==> src/rtl/bram_burst_reader.sv <==
// Burst reader over an internal true dual-port BRAM: programmable base/stride/length,
// valid/ready stream out on port 0, memory load through port 1 at any time.
module bram_burst_reader #(
    parameter int DWIDTH   = 32,
    parameter int AWIDTH   = 7,
    parameter int MEM_SIZE = 100,
    parameter int LWIDTH   = 8
) (
    input  logic              clk,
    input  logic              rst,
    input  logic              start_i,
    input  logic [AWIDTH-1:0] base_i,
    input  logic [AWIDTH-1:0] stride_i,
    input  logic [LWIDTH-1:0] len_i,
    input  logic              wr_en_i,
    input  logic [AWIDTH-1:0] wr_addr_i,
    input  logic [DWIDTH-1:0] wr_data_i,
    output logic              m_valid_o,
    input  logic              m_ready_i,
    output logic [DWIDTH-1:0] m_data_o,
    output logic              m_last_o,
    output logic              idle_o,
    output logic              run_o,
    output logic              done_o,
    output logic              err_o
);

    typedef enum logic [1:0] {IDLE, RUN, DONE} state_t;

    localparam logic [AWIDTH:0] MEM_SIZE_W = (AWIDTH+1)'(MEM_SIZE);

    state_t state_reg, state_next;

    logic [DWIDTH-1:0] mem [0:MEM_SIZE-1];
    logic [DWIDTH-1:0] rd_data_reg;
    logic [DWIDTH-1:0] skid_reg;
    logic              rd_vld_reg;
    logic              skid_vld_reg;
    logic              err_reg;
    logic [AWIDTH-1:0] addr_reg;
    logic [AWIDTH-1:0] stride_reg;
    logic [LWIDTH-1:0] len_reg;
    logic [LWIDTH-1:0] issued_reg;
    logic [LWIDTH-1:0] accepted_reg;

    logic              args_ok;
    logic              start_ok;
    logic              issue;
    logic              pop;
    logic              is_last;
    logic [AWIDTH:0]   addr_sum;
    logic [AWIDTH:0]   addr_wrap;
    logic [AWIDTH-1:0] addr_next;

    assign args_ok  = ({1'b0, base_i} < MEM_SIZE_W) && ({1'b0, stride_i} < MEM_SIZE_W);
    assign start_ok = (state_reg == IDLE) && start_i && args_ok;

    // The BRAM output register and the skid register together form the
    // 2-entry buffer; a read lands in it on the edge after issue, so the
    // credit check reduces to "not both entries occupied".
    assign issue = (state_reg == RUN) && (issued_reg < len_reg) && !(rd_vld_reg && skid_vld_reg);
    assign m_valid_o = rd_vld_reg | skid_vld_reg;
    assign pop       = m_valid_o & m_ready_i;
    assign is_last   = (accepted_reg == len_reg - LWIDTH'(1));
    assign m_last_o  = m_valid_o & is_last;

    always_comb begin
        m_data_o = '0;
        if (skid_vld_reg)
            m_data_o = skid_reg;
        else if (rd_vld_reg)
            m_data_o = rd_data_reg;
    end

    always_comb begin
        addr_sum  = {1'b0, addr_reg} + {1'b0, stride_reg};
        addr_wrap = addr_sum;
        if (addr_sum >= MEM_SIZE_W)
            addr_wrap = addr_sum - MEM_SIZE_W;
        addr_next = addr_wrap[AWIDTH-1:0];
    end

    assign idle_o = (state_reg == IDLE);
    assign run_o  = (state_reg == RUN);
    assign done_o = (state_reg == DONE);
    assign err_o  = err_reg;

    // Port 1 write and port 0 read share an edge; non-blocking update gives read-first.
    always_ff @(posedge clk) begin
        if (wr_en_i && ({1'b0, wr_addr_i} < MEM_SIZE_W))
            mem[wr_addr_i] <= wr_data_i;
        if (issue)
            rd_data_reg <= mem[addr_reg];
    end

    always_ff @(posedge clk) begin
        if (rst)
            state_reg <= IDLE;
        else
            state_reg <= state_next;
    end

    always_comb begin
        state_next = state_reg;
        case (state_reg)
            IDLE: if (start_ok) state_next = (len_i == '0) ? DONE : RUN;
            RUN:  if (pop && is_last) state_next = DONE;
            DONE: state_next = IDLE;
            default: state_next = IDLE;
        endcase
    end

    always_ff @(posedge clk) begin
        if (rst) begin
            err_reg      <= 1'b0;
            rd_vld_reg   <= 1'b0;
            skid_vld_reg <= 1'b0;
            skid_reg     <= '0;
            addr_reg     <= '0;
            stride_reg   <= '0;
            len_reg      <= '0;
            issued_reg   <= '0;
            accepted_reg <= '0;
        end else begin
            err_reg <= (state_reg == IDLE) && start_i && !args_ok;
            if (start_ok) begin
                addr_reg     <= base_i;
                stride_reg   <= stride_i;
                len_reg      <= len_i;
                issued_reg   <= '0;
                accepted_reg <= '0;
            end
            if (issue) begin
                addr_reg   <= addr_next;
                issued_reg <= issued_reg + LWIDTH'(1);
            end
            if (pop)
                accepted_reg <= accepted_reg + LWIDTH'(1);

            // Older word moves to the skid slot when a new read would overwrite it unconsumed.
            if (pop && skid_vld_reg) begin
                skid_vld_reg <= 1'b0;
            end else if (issue && rd_vld_reg && !pop) begin
                skid_vld_reg <= 1'b1;
                skid_reg     <= rd_data_reg;
            end

            if (issue)
                rd_vld_reg <= 1'b1;
            else if (pop && !skid_vld_reg)
                rd_vld_reg <= 1'b0;
        end
    end

endmodule

==> config.mk <==
export PLATFORM = sky130hd
export DESIGN_NAME = bram_burst_reader
export DESIGN_NICKNAME = d
export VERILOG_FILES = /design/src/rtl/bram_burst_reader.sv
export SDC_FILE = /design/constraint.sdc
export NUM_CORES = 2
export LEC_CHECK = 0
export CAP_MARGIN = 30
export CORE_ASPECT_RATIO = 1.1
export CORE_UTILIZATION = 45
export CTS_CLUSTER_DIAMETER = 80
export DETAILED_ROUTE_END_ITERATION = 10
export PLACE_DENSITY = 0.65
export SLEW_MARGIN = 20
export SYNTH_ARGS = -nofsm -noshare
export SYNTH_HDL_FRONTEND = slang
export SYNTH_SLANG_ARGS = --single-unit
==> constraint.sdc <==
create_clock -name clk -period 4.1 [get_ports clk]
set_input_delay 0.615 -clock clk [delete_from_list [all_inputs] [get_ports clk]]
set_output_delay 0.615 -clock clk [all_outputs]
set_load 0.005 [all_outputs]
==> results.cfg <==
[outcome]
status = complete, but fails checks
violations = design-rule violations

[setup_path]
crit_type = flip-flop to flip-flop
slowest_stage = dfxtp_4
endpoint_kind = flip-flop
crit_required_ns = 4.71
r2r_slack_ns = 0.15
startpoint = addr_reg[0]
start_kind = flip-flop
worst-path-stages = 7
r2r-start = addr_reg[0]
cp.arrival_ns = 4.55
slowest_delay_ns = 0.78
critPathBufInv = 3
r2r_end = rd_data_reg[6]
worstRegToRegCells = 7
worstPathCellList = buf_12 > buf_12 > buf_4 > mux4_2 > mux4_2 > o21ai_0 > nand3_1
crit_fanout = 36
path_delay_family = multiplexers

[die]
die_width_um = 508.1
rows = 204
design.die.area_mm2 = 0.2839
ios = 104
start_util_pct = 45.20
die_height_um = 558.7
coreArea_mm2 = 0.2805

[clock_tree]
clock_latency_ns = 0.96
post_cts.repair.setup_buffers = 0
clkTransAtPathRegs_ns = 0.06
cts_buffers = 345
cts_sinks = 3307
root_buffer = clkbuf_16
cts_tree = done
cts_resized = 0
htreeDepth = 5
holdBufCountCts = 0
clock_path_buffers = 4

[detailed_routing]
initialDrtViolationCount = 8380
drt-total-wl_um = 344000
drt.antenna.violating_nets = 0
wl_per_cell_um = 34.74
via_per_inst = 6.242
drt_first_pass_iters = 9
remaining_drc_errors = 1
vias = 61799

[yosys]
synth_fa_ha_area_share_pct = 0.2033
netlist_instances = 5417
yosysSeqAreaShare_pct = 77.73
syn-cell-area_mm2 = 0.1268
ys_ff_latch = 3307
syn-num-nets = 5503
synth-compound-area-share_pct = 1.557
syn_avg_cell_area_um2 = 23.40
synth_top_family_by_area = multiplexers
synthMuxAreaShare_pct = 17.62
synth_cell_types = 57
yosysWarningCount = 0
synth_edf_count = 3232
synth_xor_area_share_pct = 0.1174
synth_flop_cell = edfxtp_1
async_flop_share_pct = 0
synth-simple-area-share_pct = 1.557

[placement]
hpwl_um = 200700
dp_cells = 9290
place_area_mm2 = 0.1360
place_ws_ns = 0.2153
portBuffers = 103
gp_congestion = 0.9252

[sta]
final-hold-violation-count = 0
max_freq_ghz = 0.2534
tightest_slew_ns = 1.101
setup-tns-final_ns = 0
grt_setup_unrepaired = false
slew_violations = 0
period_share_pct = 96.24
layout_min_cycle_time_ns = 3.946
maxSlewHeadroom_pct = 26.60
worst_slack_ns = 0.1541
finalSetupViolations = 0
skew_ns = 0.05453

[global_routing]
antenna_found_initial = 36
grt_overflow_total = 0
grtUsageTotal_pct = 24.24
grt_pass1_wl_um = 477300
grt_pass1_vias = 61220
grt_max_degree = 101

[min_path]
whs_endpoint = mem[86][4]
hp-class = primary input to flip-flop
hold_depth = 1
hold_start = wr_data_i[4]

[final_layout]
stdcell_count = 9901
area_growth_pct = 15.80
drive_gt1_share_pct = 31.31
finalInstanceArea_mm2 = 0.1468
fill_cells = 21013
fin_nets = 6025
largest_register_ffs = 3200

[power]
finalPower_uw = 75240
vdd_drop_max_mv = 0.4832
p_per_area_mw_per_mm2 = 512.5
leakagePower_uw = 0.04428

[run]
maxCapViolCount = 0
-- how the worst max path moves through the flow --
| stage | end | slack (ns) |
|---|---|---|
| 3_5_place_dp | rd_data_reg[6] | 0.22 |
| 4_1_cts | rd_data_reg[6] | 0.16 |
| 3_3_place_gp | rd_data_reg[6] | 0.21 |
| 2_1_floorplan | mem[26][0] | 0.83 |
| 6_report | rd_data_reg[6] | 0.15 |
| 5_1_grt | rd_data_reg[6] | 0.06 |
-- logic make-up (layout without fill, tap and decap cells) --
kind of cell             Yosys count  in the layout
AO/OA/AOI/OAI                    291            291
XOR/XNOR                          17             17
adder cells (fa/ha/maj)           20             20
buffers and inverters            308           1071
flip-flops                      3307           3307
multiplexers                    1030           1030
other                              0             13
AND/OR/NAND/NOR                  444            444
-- worst register-to-register path, delay by kind of cell (launching register included) --
kind / cells / cell delay (ns)
buf+inv: 3 / 0.99
mux: 2 / 1.10
flops: 1 / 0.78
simple gates: 1 / 0.27
compound gates: 1 / 0.47
-- synthesized netlist by cell type, types with 14 or more instances --
| cell type | instances | area, µm² |
|---|---|---|
| edfxtp_1 | 3232 | 97050 |
| nor2_1 | 182 | 683.2 |
| a22oi_1 | 37 | 277.8 |
| o211ai_1 | 14 | 105.1 |
| nor3_1 | 14 | 70.07 |
| buf_4 | 38 | 285.3 |
| nand3_1 | 40 | 200.2 |
| ha_1 | 19 | 237.7 |
| a22o_1 | 33 | 289.0 |
| buf_6 | 17 | 191.4 |
| buf_1 | 33 | 123.9 |
| a21oi_1 | 47 | 235.2 |
| mux4_2 | 961 | 21640 |
| nand2_1 | 119 | 446.7 |
| buf_2 | 81 | 405.4 |
| o22ai_1 | 29 | 181.4 |
| and3_1 | 21 | 131.4 |
| o21ai_0 | 54 | 270.3 |
| clkbuf_1 | 122 | 457.9 |
| nor2b_1 | 22 | 137.6 |
| xnor2_1 | 15 | 131.4 |
| inv_1 | 16 | 60.06 |
| mux2i_1 | 60 | 600.6 |
| dfxtp_1 | 75 | 1501 |
-- cell type report --
class                           count  area (µm²)  share of cell area (%)
Antenna cell                       13       32.53                 0.02216
Clock buffer                      434        9135                   6.222
Clock inverter                    154        1435                  0.9775
Inverter                           17       63.81                 0.04346
Multi-Input combinational cell   1802       27480                   18.72
Sequential cell                  3307       98580                   67.14
Tap cell                         3708        4639                   3.160
Timing Repair Buffer              466        5448                   3.711
-- power by group --
part	switching, µW	internal, µW	leakage, µW
Combinational	4680	3250	0.00944
Sequential	233	37300	0.0297
Clock	12400	17400	0.00517
-- per-layer routing --
| layer | track usage [%] | wire length, µm | part of all wire [%] | up-vias |
|---|---|---|---|---|
| met5 | 0 | 43 | 0.012 | - |
| met2 | 38.13 | 164500 | 48 | 3280 |
| met3 | 5.175 | 33810 | 9.8 | 603 |
| li1 | - | - | - | 24284 |
| met1 | 32.96 | 129900 | 38 | 33624 |
| met4 | 10.23 | 15760 | 4.6 | 8 |
-- cells in the final DEF, fill, tap and decap left out, types with 37 or more instances in the layout --
cell	Yosys	layout
a21oi_1	47	47
a22oi_1	37	37
buf_12	0	124
buf_4	38	258
clkbuf_1	122	79
clkbuf_16	0	351
clkdlybuf4s50_1	0	70
clkinv_1	1	65
clkinv_2	0	47
dfxtp_1	75	68
edfxtp_1	3232	3232
mux2i_1	60	60
mux4_2	961	961
nand2_1	119	119
nand3_1	40	38
nor2_1	182	80
nor2_4	0	100
o21ai_0	54	54
-- metrics by stage --
step | hold WS, ns | utilization, %
detailed placement | 0.4635 | 48.47
floorplan | 0.4400 | -
global placement | 0.4598 | 48.44
finish | 0.06266 | 52.34
CTS | 0.1085 | 52.24
global route | 0.03219 | 52.33
(Power assumes the default switching activity.)
